`src/rtl/serial_ripple_subtractor.sv`:
```
// serial_ripple_subtractor: bit-serial a - b - bin, LSB first, with valid/ready on both sides
module serial_ripple_subtractor #(
  parameter int WIDTH = 8
) (
  input  logic             clk,
  input  logic             rst_n,
  input  logic             en,
  input  logic             in_valid,
  output logic             in_ready,
  input  logic [WIDTH-1:0] a,
  input  logic [WIDTH-1:0] b,
  input  logic             bin,
  output logic             out_valid,
  input  logic             out_ready,
  output logic [WIDTH-1:0] diff,
  output logic             bout,
  output logic             ovf
);
  localparam int CW = $clog2(WIDTH);
  typedef enum logic [1:0] {IDLE, SHIFT, DONE} state_t;
  state_t state;
  logic [WIDTH-1:0] sa, sb, sr;
  logic [CW-1:0] cnt;
  logic br, ai, bi, di, bn, last;
  // One full-subtractor cell; after WIDTH-1 right shifts sa[0]/sb[0] hold the original MSBs
  always_comb begin
    ai = sa[0];
    bi = sb[0];
    di = ai ^ bi ^ br;
    bn = (~ai & bi) | (~(ai ^ bi) & br);
    last = cnt == CW'(WIDTH - 1);
  end
  assign in_ready = state == IDLE;
  assign out_valid = state == DONE;
  // Control FSM and datapath registers; everything freezes while en is low
  always_ff @(posedge clk or negedge rst_n)
    if (!rst_n) begin
      state <= IDLE;
      sa <= '0;
      sb <= '0;
      sr <= '0;
      br <= 1'b0;
      cnt <= '0;
      diff <= '0;
      bout <= 1'b0;
      ovf <= 1'b0;
    end else if (en) begin
      case (state)
        IDLE: if (in_valid) begin
          sa <= a;
          sb <= b;
          br <= bin;
          cnt <= '0;
          state <= SHIFT;
        end
        SHIFT: begin
          sa <= sa >> 1;
          sb <= sb >> 1;
          sr <= {di, sr[WIDTH-1:1]};
          br <= bn;
          cnt <= cnt + 1'b1;
          if (last) begin
            diff <= {di, sr[WIDTH-1:1]};
            bout <= bn;
            ovf <= (ai ^ bi) & (ai ^ di);
            state <= DONE;
          end
        end
        DONE: if (out_ready) state <= IDLE;
        default: state <= IDLE;
      endcase
    end
endmodule

```
`config.mk`:
```
export PLATFORM = sky130hd
export DESIGN_NAME = serial_ripple_subtractor
export DESIGN_NICKNAME = d
export VERILOG_FILES = /design/src/rtl/serial_ripple_subtractor.sv
export SDC_FILE = /design/constraint.sdc
export NUM_CORES = 1
export LEC_CHECK = 0
export BUFFER_PORTS_ARGS = -buffer_cell sky130_fd_sc_hd__buf_4
export CAP_MARGIN = 20
export CORE_MARGIN = 8
export CORE_UTILIZATION = 37
export CTS_CLUSTER_SIZE = 14
export DETAILED_ROUTE_END_ITERATION = 10
export GPL_TIMING_DRIVEN = 1
export SLEW_MARGIN = 15
export SYNTH_ARGS = -nofsm -noshare
export SYNTH_HDL_FRONTEND = slang
export SYNTH_SLANG_ARGS = --single-unit
```
`constraint.sdc`:
```
create_clock -name clk -period 2 [get_ports clk]
set_input_delay 0.1 -clock clk [delete_from_list [all_inputs] [get_ports clk]]
set_output_delay 0.1 -clock clk [all_outputs]
set_load 0.02 [all_outputs]
```
Word-level counts from Yosys, hierarchy flattened:

Cells that the tools add are included.

* register bits after elaboration: 40
* latch bits: 0
* bits in writable memories: 0
* memory bits (read-only): 0
* bits of input ports: 22
* output and inout bits: 12
* logic and storage cells: 43
* memories kept: 0

* $add $sub $neg: 1
* multiply operators: 0
* div/mod/pow operators: 0
* order comparisons: 0
* equal/unequal tests: 6
* shift operators: 0
* mux-type cells: 12
* bitwise gates (word level): 9
* reduce and logical (&&, ||, !) cells: 6

Operator list (count)
* $pmux W8 S2: 2
* $mux W8: 2
* $mux W2: 3
* $pmux W2 S3: 1
* $pmux W3 S2: 1
* $reduce_and A3 Y1: 2
* $ne A2 B2 Y1 const B: 2
* $reduce_and A4 Y1: 1
* $add A3 B1 Y3 const B: 1
* $and A1 B1 Y1: 3
* $eq A3 B3 Y1 const B: 1
* $mux W3: 1
* $xor A1 B1 Y1: 3
* $eq A2 B1 Y1 const B: 1
* $eq A2 B2 Y1 const B: 1
* $logic_not A2 Y1: 1
* $ne A2 B1 Y1 const B: 1
* $not A1 Y1: 2
* $pmux W1 S2: 1
* $reduce_and A2 Y1: 1
* $reduce_bool A2 Y1: 1
* $mux W1: 1
* $or A1 B1 Y1: 1

Depth between registers and ports, before layout:

Gate-level depths: netlist of run 1.

* depth after elaboration: 5
* depth in mapped cells: 6
* depth with buffers taken out: 5

Worst setup path after synthesis of run 1:

OpenSTA, ideal clock, no wires.

* path type: reg2reg
* start point: reg sa[0]
* end point: reg br
* library setup time: 125 ps
* arrival: 1337 ps
* data required time: 1875 ps
* path slack: 538 ps
* stages on the path, launching flop included: 5
* buffers on the path: 0
* clock period less this slack: 1462 ps
* cell sequence: dfrtp_1 -> inv_1 -> fa_1 -> mux2_2 -> mux2_2

* cells in the longest elaborated chain, start to end: 5
* elaborated cells on any way between the ends: 7
* classes of those cells: mux (1); bitwise (6)

RTL lines
* start, declared: line 22 `logic [WIDTH-1:0] sa, sb, sr;`
* start signal, assigned: line 57 `sa <= sa >> 1;`
* $xor A1 B1 Y1: line 30 `bn = (~ai & bi) | (~(ai ^ bi) & br);`
* $not A1 Y1: line 30
* $and A1 B1 Y1: line 30
* $or A1 B1 Y1 (*): line 30
* named net bn: line 24 `logic br, ai, bi, di, bn, last;`
* $pmux W1 S2 (*): line 48 `case (state)`
* end signal, assigned: line 52 `br <= bin;`
* end signal, assigned: line 60 `br <= bn;`
* end, declared: line 24

Mark *: on every way through the listed nets, which the timed path passes. The rest lies on a longest branch.
A chain may end at the register's enable or synchronous reset.

Final worst setup path of run 1:

* start point: reg state[0]
* end point: reg diff[6]

* cells in the longest elaborated chain, start to end: 2

RTL lines
* start, declared: line 21 `state_t state;`
* start signal, assigned: line 38 `state <= IDLE;`
* start signal, assigned: line 54 `state <= SHIFT;`
* start signal, assigned: line 66 `state <= DONE;`
* $eq A2 B1 Y1: line 48
* $reduce_and A3 Y1 (no line)
* end signal, assigned: line 63 `diff <= {di, sr[WIDTH-1:1]};`
* end, declared: line 15 `output logic [WIDTH-1:0] diff,`

No other way between the ends.

==> results of run 1 <==
==> routing by layer <==
metal	share of wire [%]	vias to the layer above	wire length [um]
met2	48	29	1482
met5	0	-	0
li1	-	507	-
met1	43	527	1355
met4	1.5	0	48
met3	7.5	6	233
==> worst max path at each step <==
| stage | endpoint | slack, ns | cells past startpoint |
|---|---|---|---|
| 2_1_floorplan | br | 0.54 | 4 |
| 3_5_place_dp | diff[6] | 0.47 | 3 |
| 5_1_grt | diff[6] | 0.40 | 3 |
| 4_1_cts | diff[6] | 0.46 | 3 |
| 3_3_place_gp | br | 0.50 | 4 |
| 6_report | diff[6] | 0.49 | 3 |
==> registers in the layout, indices dropped and copies added, names as in the netlist <==
signal,flops
ovf,1
sa,8
state,2
bout,1
br,1
diff,8
cnt,3
sb,8
sr,7
==> cells in the mapped netlist (2+ instances only) <==
cell       n
nor2_1     2
nand2_1    7
o21ai_0    4
buf_6      4
mux2i_1    4
a22o_2     2
ha_1       3
mux2_2    38
mux2_4     5
inv_1      4
dfrtp_1   39
clkbuf_8   2
==> timing repair <==
item | in CTS | in global routing
hold buffers | 1 | 0
buffers inserted | 0 | 0
hold endpoints to repair | 39 | 0
==> worst max-delay path: stages (launching register included) <==
cell and delay, ns:
dfrtp_1 0.55, buf_12 0.21, nand4b_4 0.26, mux2_4 0.37
==> power groups by stage <==
stage | clock network [mW] | registers (mW) | logic (mW)
2_1_floorplan | 0 | 1.38 | 1.01
4_1_cts | 0.520 | 1.36 | 1.37
3_3_place_gp | 0 | 1.36 | 1.32
6_report | 0.497 | 1.36 | 1.34
3_5_place_dp | 0 | 1.38 | 1.37
5_1_grt | 0.562 | 1.41 | 1.49
==> stage by stage <==
stage / power, mW / cell area (um2) / instances / util [%] / hold slack [ns]
final: 3.200 / 2212 / 228 / 46.53 / 0.06368
after global routing: 3.459 / 2212 / 228 / 46.53 / 0.04525
after CTS: 3.254 / 2212 / 228 / 46.53 / 0.05121
after detailed placement: 2.743 / 2121 / 219 / 44.61 / 0.09960
after global placement: 2.683 / 2121 / 219 / 44.61 / 0.09788
after floorplan: 2.395 / 1834 / 123 / - / -0.1956
==> logic make-up (layout without fill, tap and decap cells) <==
logic type                 count (synthesis)  in the layout  share of synthesized area, %
AOI/OAI and AO/OA                          9              9                         4.298
DFF                                       39             39                         53.21
adders and majority gates                  4              4                         3.138
and+or+nand+nor                           13             13                         4.503
buffers and inverters                     10             48                         4.775
xor gates and xnor gates                   1              1                        0.4776
muxes                                     47             47                         29.60
==> final cells by class <==
class | instances | share of cell area (%)
Timing Repair Buffer | 36 | 12.90
Sequential cell | 39 | 44.12
Multi-Input combinational cell | 74 | 34.84
Clock inverter | 1 | 0.2262
Clock buffer | 7 | 3.450
Inverter | 4 | 0.6787
Tap cell | 67 | 3.790
==> impl_results.md, run 1 <==
- Outcome: completed
- CTS root buffer: clkbuf_8
- Slew Limit Fails: 0
- Power share of the combinational group: 42.0%
- NetSw: 1.023 mW
- Fillers: 451
- Power Dens Cells: 1447 nW/um2
- Layout cells sized above 1: 55.90%
- Die Y-Extent: around 86 um
- Placer congestion estimate: 0.6834
- Async SR Flop Fraction: 100.0%
- Vias in the first global route: ~1200
- Multi-input gate area: 770.7 um2
- Required @ worst endpoint: 2.17 ns
- Clock-pin slew on the worst setup and hold paths: approximately 0.07 ns
- Initial antenna violation count: 0
- 1st-iter DRT viols: 6
- Reg2Reg Depth: 3
- Dominant synthesized flop cell: dfrtp_1
- Synth top area share: between 50% and 60%
- R2R setup slack: 0.49 ns
- Hold Path Cell Cnt: 3
- Port Buffer Count: 33
- Hold WC Path Type: in2reg
- CTS tree: built
- Commonest non-fill, non-tap cells in the layout: 39 x dfrtp_1, 38 x mux2_2, 34 x buf_4
- Setup TNS: 0 ns
- Sequential fraction of the synthesis area: 53.21%
- EDFF count, synth: 0
- RSZ-0062 raised after global routing: no
- Starting Density: between 30% and 40%
- FMAX: 660.1 MHz
- Die Area: 7467 um2
- NumNets Final: 186
- Post-route ant nets: 0
- WP data arrival: between 1.5 and 2 ns
- Flops & latches, synth: 39
- Die X: 86.41 um
- Cts bufs inserted: 5
- Worst slew margin: 67.12%
- Pre-CTS setup slack: roughly 0.47 ns
- Final setup viols: 0
- Setup ws final: 0.4850 ns
- Area delta synth->final: 20.60%
- First-pass GRT wire length: roughly 5300 um
- Num rows: 25
- Worst-path maximum fanout: 17
- Largest net degree at the start of global routing: 40
- Final Cycle Share: 75.75%
- Synth cell types: 21
- MaxCap Viol Count: 0
- Tmin final: ~1.5 ns
- Fin. Hold Viols: 0
- Hpwl dp: 2275 um
- CP Class: reg2reg
- Dominant cells by area after synthesis: dfrtp_1 53%, mux2_2 23%, mux2_4 4.1%, buf_6 2.5%, mux2i_1 2.2%
- Hold path start: b[7]
- Sw frac: around a third
- Synthesized cell area: between 1500 and 2000 um2
- GR Util met3: a little over 4%
- Syn Nets: 149
- RR Startpoint: state[0]
- Worst Tran Pin Value: about 0.5 ns
- Gate Count Post-Synth: ~120
- Met2 usage: 14.72%
- Max IR drop VDD: 0.0005821 V
- Post_cts resized: 0
- Post-synth top area cell: dfrtp_1
- Drt wl/cell: approximately 14 um
- Post-Syn Area per Cell: approximately 15 um2
- P_leak: around 1.1 nW
- Crit start category: flop
- Most common cell after layout, fill and taps aside: dfrtp_1
- Hold Path End: sb[7]
- Drt drc: 0
- Clock power share: 15.5%
- Synthesis Warnings: 0
- Ant. Diodes: 0
- Worst Setup SP: state[0]
- WL final: 3120 um
- I/O pin cnt: 34
- M1 GR Usage: between 10% and 20%
- Internal Power: between 2 and 2.5 mW
- GRT busiest layer: met2
- Gr ovfl total: 0
- Clk_skew: between 0.004 and 0.005 ns
- Clock sink total: 39
- Vias: 1069
- Number of iterations in the first detailed-routing pass: 2
- Clk_lat worst skew: 0.28 ns
- Global-route usage over all layers: 9.158%
- Worst r2r dst: diff[6]
- CORE AREA: 4755 um2
- Sequential power share: a little over two fifths
- Register Area: 975.9 um2
- CP Capture Type: flop
- Max Buffers Root-to-Sink: 2
- Max H-tree Level: 2
- Vias per inst: 4.689
Note: power is estimated with default switching activity, not from simulation.
==> run 2: changes to the inputs <==
==> constraint.sdc (replaced) <==
create_clock -name clk -period 1.6 [get_ports clk]
set_input_delay 0.08 -clock clk [delete_from_list [all_inputs] [get_ports clk]]
set_output_delay 0.08 -clock clk [all_outputs]
set_load 0.02 [all_outputs]
==> run 2 against run 1 <==
Worst hold slack worse by 0.025 ns. Register-to-register slack lost 0.41 ns. Routed wire length up 3.8%. Sequential share of layout area decreased by 0.81 points. Clock-buffer cell count up 1. Non-clock buffer count rose by 1. Combinational power increased by 29%. Fmax shrank 0.55%. Die area stayed put. Largest power group is now combinational cells.
==> impl_results.md, run 2 (synthesized netlist as in run 1, its figures left out) <==
- Fin. Hold Viols: 0 (unchanged)
- Hold_ws: 0.03820 ns (-0.02549 ns)
- Hold WC Path Type: in2reg
- Clock power share: 17.3% (+1.8 points)
- Gr ovfl total: 0 (unchanged)
- Power Dens Cells: 1840 nW/um2 (+27%)
- Die X: 86.41 um (unchanged)
- Power share of the combinational group: 41.8% (-0.2 points)
- MaxCap Viol Count: 0 (unchanged)
- RR Startpoint: cnt[0]
- Crit start category: flop
- Max Buffers Root-to-Sink: 2 (unchanged)
- 1st-iter DRT viols: 16 (+10)
- Starting Density: 38.58% (unchanged)
- R2R setup slack: 0.08 ns (-0.41 ns)
- NumNets Final: 187 (+0.54%)
- CP Class: reg2reg
- Max H-tree Level: 2 (unchanged)
- Max IR drop VDD: 0.0006959 V (+20%)
- CORE AREA: 4755 um2 (unchanged)
- I/O pin cnt: 34 (unchanged)
- Commonest non-fill, non-tap cells in the layout: 39 x dfrtp_1, 38 x mux2_2, 34 x buf_4
- Sw frac: 31.28% (-0.69 points)
- Cell area after layout: 2253 um2 (+1.9%)
- FMAX: 656.4 MHz (-0.55%)
- Reg2Reg Depth: 4 (+1)
- Layout cells sized above 1: 57.41% (+1.5 points)
- Top flop regs: diff (8), sa (8), sb (8)
- Final Cycle Share: 95.21% (+19 points)
- Drt wl/cell: 14.14 um (+3.3%)
- Vias in the first global route: 1164 (-0.68%)
- Number of iterations in the first detailed-routing pass: 4 (+2)
- NetSw: 1.297 mW (+27%)
- Final setup viols: 0 (unchanged)
- Clk_skew: 0.009531 ns (+0.004661 ns)
- Fillers: 448 (-0.67%)
- Drt drc: 0 (unchanged)
- Placed instance area: 2141 um2 (+0.94%)
- Clock-pin slew on the worst setup and hold paths: 0.08 ns (about the same)
- Hold Path Cell Cnt: 3 (unchanged)
- Placer congestion estimate: 0.6822 (-0.18%)
- Post-CTS Setup Bufs: 0 (unchanged)
- First-pass GRT wire length: 5457 um (+2.2%)
- Vias per inst: 4.764 (+1.6%)
- Core Util, Final: 47.39% (+0.87 points)
- Most common cell after layout, fill and taps aside: dfrtp_1
- Worst Tran Pin Value: 0.5018 ns (+0.008604 ns)
- Post-route ant nets: 0 (unchanged)
- Slew Limit Fails: 0 (unchanged)
- P_leak: 1.099 nW (+1.7%)
- CP Capture Type: flop
- Setup TNS: 0 ns (unchanged)
- Hold path start: b[7]
- Hold Path End: sb[7]
- Worst r2r dst: diff[2]
- Clock sink total: 39 (unchanged)
- Die Area: 7467 um2 (unchanged)
- Port Buffer Count: 33 (unchanged)
- Clk_lat worst skew: 0.29 ns (about the same)
- Largest net degree at the start of global routing: 40 (unchanged)
- WL final: 3237 um (+3.8%)
- Area delta synth->final: 22.85%
- Ant. Diodes: 0 (unchanged)
- Outcome: completed
- RSZ-0062 raised after global routing: no
- WP data arrival: 1.69 ns (about the same)
- Num rows: 25 (unchanged)
- Global-route usage over all layers: 9.313% (+0.16 points)
- Vias: 1091 (+2.1%)
- Worst-path maximum fanout: 13 (-4)
- Internal Power: 2.849 mW (+31%)
- Tmin final: 1.523 ns (+0.008402 ns)
- CTS tree: built
- Initial antenna violation count: 0 (unchanged)
- Worst slew margin: 66.54% (-0.57 points)
- Cts bufs inserted: 5 (unchanged)
- Die Y-Extent: 86.41 um (unchanged)
- CTS root buffer: clkbuf_8
- Required @ worst endpoint: 1.77 ns (-0.40 ns)
- Sequential power share: 41.0% (-1.5 points)
[run 2: cell count changes in the layout (fill, tap and decap cells not counted)]
cell and change:
buf_12 +1, clkbuf_1 -1, clkbuf_8 +2, clkinv_2 -1, fa_1 -1, fa_2 +1
[run 2: routing by layer]
layer	track usage, %	wire [um]
met5	0	0
met4	2.347	29
met3	4.631	243
met2	15.07	1618
met1	10.66	1345
[run 2: how the worst max path moves through the flow]
stage,slack [ns],endpoint,from
2_1_floorplan,0.14,br,sa[0]
3_3_place_gp,0.12,br,sa[0]
3_5_place_dp,0.07,br,sa[0]
4_1_cts,0.05,br,sa[0]
5_1_grt,0.02,diff[2],cnt[0]
6_report,0.08,diff[2],cnt[0]
[run 2: metrics by stage]
step                      total power, mW  std cells  worst slack, ns
final                               4.146        229          0.07661
after global routing                4.467        229          0.02271
after CTS                           4.209        229          0.05155
after detailed placement            3.473        220          0.06597
after global placement              3.386        220           0.1231
after floorplan                     2.994        123           0.1380
[run 2: worst max-delay path: stages, from the launching register on]
cell and delay, ns:
dfrtp_1 0.39, ha_1 0.20, ha_1 0.22, nand4b_4 0.22
mux2_2 0.37
[run 2: final cells by class]
class	instances	area [um2]	area share, %
inverters	4	15.01	0.6663
clock buffers	8	100.1	4.442
repair buffers	37	305.3	13.55
multi-input cells	74	773.2	34.31
well taps	67	83.83	3.720
flip-flops and latches	39	975.9	43.31
[run 2: power groups by stage]
stage,clock network [mW],logic (mW),registers (mW)
global route,0.791,1.93,1.75
global placement,0,1.70,1.69
detailed placement,0,1.75,1.72
floorplan,0,1.27,1.73
CTS,0.747,1.76,1.70
finish,0.716,1.73,1.70
[run 2: timing repair]
item,4_1_cts,5_1_grt
hold buffers,1,0
resized for setup,0,1
hold endpoints to repair,39,0
endpoints found under the setup margin,0,1
==> run 3: changes to the inputs <==
==> constraint.sdc (replaced) <==
create_clock -name clk -period 1.4 [get_ports clk]
set_input_delay 0.07 -clock clk [delete_from_list [all_inputs] [get_ports clk]]
set_output_delay 0.07 -clock clk [all_outputs]
set_load 0.02 [all_outputs]
==> run 3 against run 2 <==
Largest power group unchanged. The flow now finishes with violations (negative setup slack). Clock skew decreased by 0.0045 ns. Routed wire length increased by 9.5%. Power increased by 23%. Cell area increased by 7.3%. Final cell count increased by 7.0%.
==> impl_results.md, run 3 (synthesized netlist as in run 1, its figures left out) <==
- Clk_skew: 0.005030 ns (-0.004501 ns)
- Num rows: 25 (unchanged)
- Top flop regs: diff (8), sa (8), sb (8)
- Slew Limit Fails: 0 (unchanged)
- Vias in the first global route: 1323 (+14%)
- CORE AREA: 4755 um2 (unchanged)
- CTS root buffer: clkbuf_8
- Die Y-Extent: 86.41 um (unchanged)
- Post-route insts no fill: 245 (+7.0%)
- Max Buffers Root-to-Sink: 2 (unchanged)
- Setup ws final: -0.02111 ns (-0.09772 ns)
- CTS tree: built
- CP peak stage delay: 0.41 ns (+0.02 ns)
- Crit start category: flop
- Fin. Hold Viols: 0 (unchanged)
- WP buf/inv: 0 (unchanged)
- Placed cell count: 230 (+4.5%)
- Placed instance area: 2223 um2 (+3.9%)
- Outcome: finished, violations left
- Post-route ant nets: 0 (unchanged)
- Slowest-stage cell, CP: dfrtp_1
- CP Class: reg2reg
- Placer congestion estimate: 0.6668 (-2.3%)
- First-pass GRT wire length: 6141 um (+13%)
- Hold_ws: 0.03137 ns (-0.006825 ns)
- Crit path cell chain: fa_2, mux2_4, mux2_2
- CP delay by family, top: multiplexers
- CP Capture Type: flop
- Max IR drop VDD: 0.0007904 V (+14%)
- RSZ-0062 raised after global routing: yes
- Final Total Pwr: 5.082 mW (+23%)
- I/O pin cnt: 34 (unchanged)
- Drt wl/cell: 14.47 um (+2.3%)
- Largest net degree at the start of global routing: 40 (unchanged)
- Port Buffer Count: 33 (unchanged)
- Global-route usage over all layers: 10.31% (+1.0 points)
- Max H-tree Level: 2 (unchanged)
- Layout cells sized above 1: 65.17% (+7.8 points)
- Worst-path maximum fanout: 2 (-11)
- Final setup viols: 2 (+2)
- Commonest non-fill, non-tap cells in the layout: 49 x buf_4, 37 x mux2_2, 37 x dfrtp_1
- MaxCap Viol Count: 0 (unchanged)
- Violated checks: negative setup slack
- Starting Density: 38.58% (unchanged)
- Most common cell after layout, fill and taps aside: buf_4
- Ant. Diodes: 0 (unchanged)
- Vias: 1145 (+4.9%)
- Power Dens Cells: 2101 nW/um2 (+14%)
- NumNets Final: 204 (+9.1%)
- Hold WC Path Type: in2reg
- Vias per inst: 4.673 (-1.9%)
- 1st-iter DRT viols: 27 (+11)
- Worst Tran Pin Value: 0.4991 ns (-0.002691 ns)
- Required @ worst endpoint: 1.57 ns (-0.20 ns)
- Gr ovfl total: 0 (unchanged)
- Cts bufs inserted: 5 (unchanged)
- Clock-pin slew on the worst setup and hold paths: 0.07 ns (about the same)
- Worst slew margin: 66.72% (+0.18 points)
- Pre-CTS setup slack: -0.04468 ns (-0.1106 ns)
- Die X: 86.41 um (unchanged)
- Number of iterations in the first detailed-routing pass: 2 (-2)
- Initial antenna violation count: 0 (unchanged)
- WL final: 3544 um (+9.5%)
- Cell area after layout: 2419 um2 (+7.3%)
- FMAX: 703.7 MHz (+7.2%)
- WP data arrival: 1.59 ns (-0.10 ns)
- Hpwl dp: 2495 um
- Tmin final: 1.421 ns (-0.1023 ns)
- Area delta synth->final: 31.86%
- Clk_lat worst skew: 0.28 ns (about the same)
- P_leak: 1.183 nW (+7.7%)
- Drt drc: 0 (unchanged)
- Clock sink total: 39 (unchanged)
- Final Cycle Share: 101.5% (+6.3 points)
- Die Area: 7467 um2 (unchanged)
[run 3: metal layers]
layer  track usage, %  up-vias  share of wire (%)
met5                0        -                  0
li1                 -      547                  -
met4            4.538        0                1.2
met1            11.58      566                 44
met3            3.592        5                5.5
met2            17.22       27                 50
[run 3: what timing repair did]
item,4_1_cts,5_1_grt
gates resized for setup,1,8
gates cloned,1,0
endpoints found under the setup margin,11,32
setup buffers,2,4
hold endpoints to repair,39,0
hold buffers,1,0
pin swaps,1,1
[run 3: layout make-up]
class | instances | area [um2]
Clock buffer | 6 | 82.58
Clock inverter | 1 | 5.005
Fill cell | 440 | 2336
Inverter | 4 | 15.01
Multi-Input combinational cell | 75 | 824.5
Sequential cell | 39 | 978.4
Tap cell | 67 | 83.83
Timing Repair Buffer | 53 | 429.2
[run 3: power by group]
part	leakage (nW)	switching [mW]	total (mW)	internal (mW)
clock	0.0470	0.369	0.755	0.386
sequential	0.490	0.314	1.94	1.63
combinational	0.646	0.925	2.38	1.46
[run 3: worst reg2reg max path, cell delays in order, from the launching register on]
cell and delay [ns]:
dfrtp_1 0.41, fa_2 0.39, mux2_4 0.26, mux2_2 0.25
[run 3: worst paths after layout]
path / startpoint / endpoint / slack [ns] / cells after the start
setup / recovery: br / br / -0.02 / 3
hold / removal: b[7] / sb[7] / 0.03 / 3
setup reg to reg: br / br / -0.02 / 3
hold reg to reg: sb[3] / sb[3] / 0.50 / 1
max in group asynchronous: rst_n / state[1] / 0.74 / 2
min in group asynchronous: rst_n / sa[7] / 0.29 / 2
[run 3: metrics by stage]
| stage | setup TNS [ns] | utilization [%] |
|---|---|---|
| finish | -0.03220 | 50.87 |
| global route | -0.2714 | 50.87 |
| CTS | -0.02253 | 49.66 |
| detailed placement | -0.3947 | 46.76 |
| global placement | -0.03679 | 46.76 |
| floorplan | -0.003350 | - |
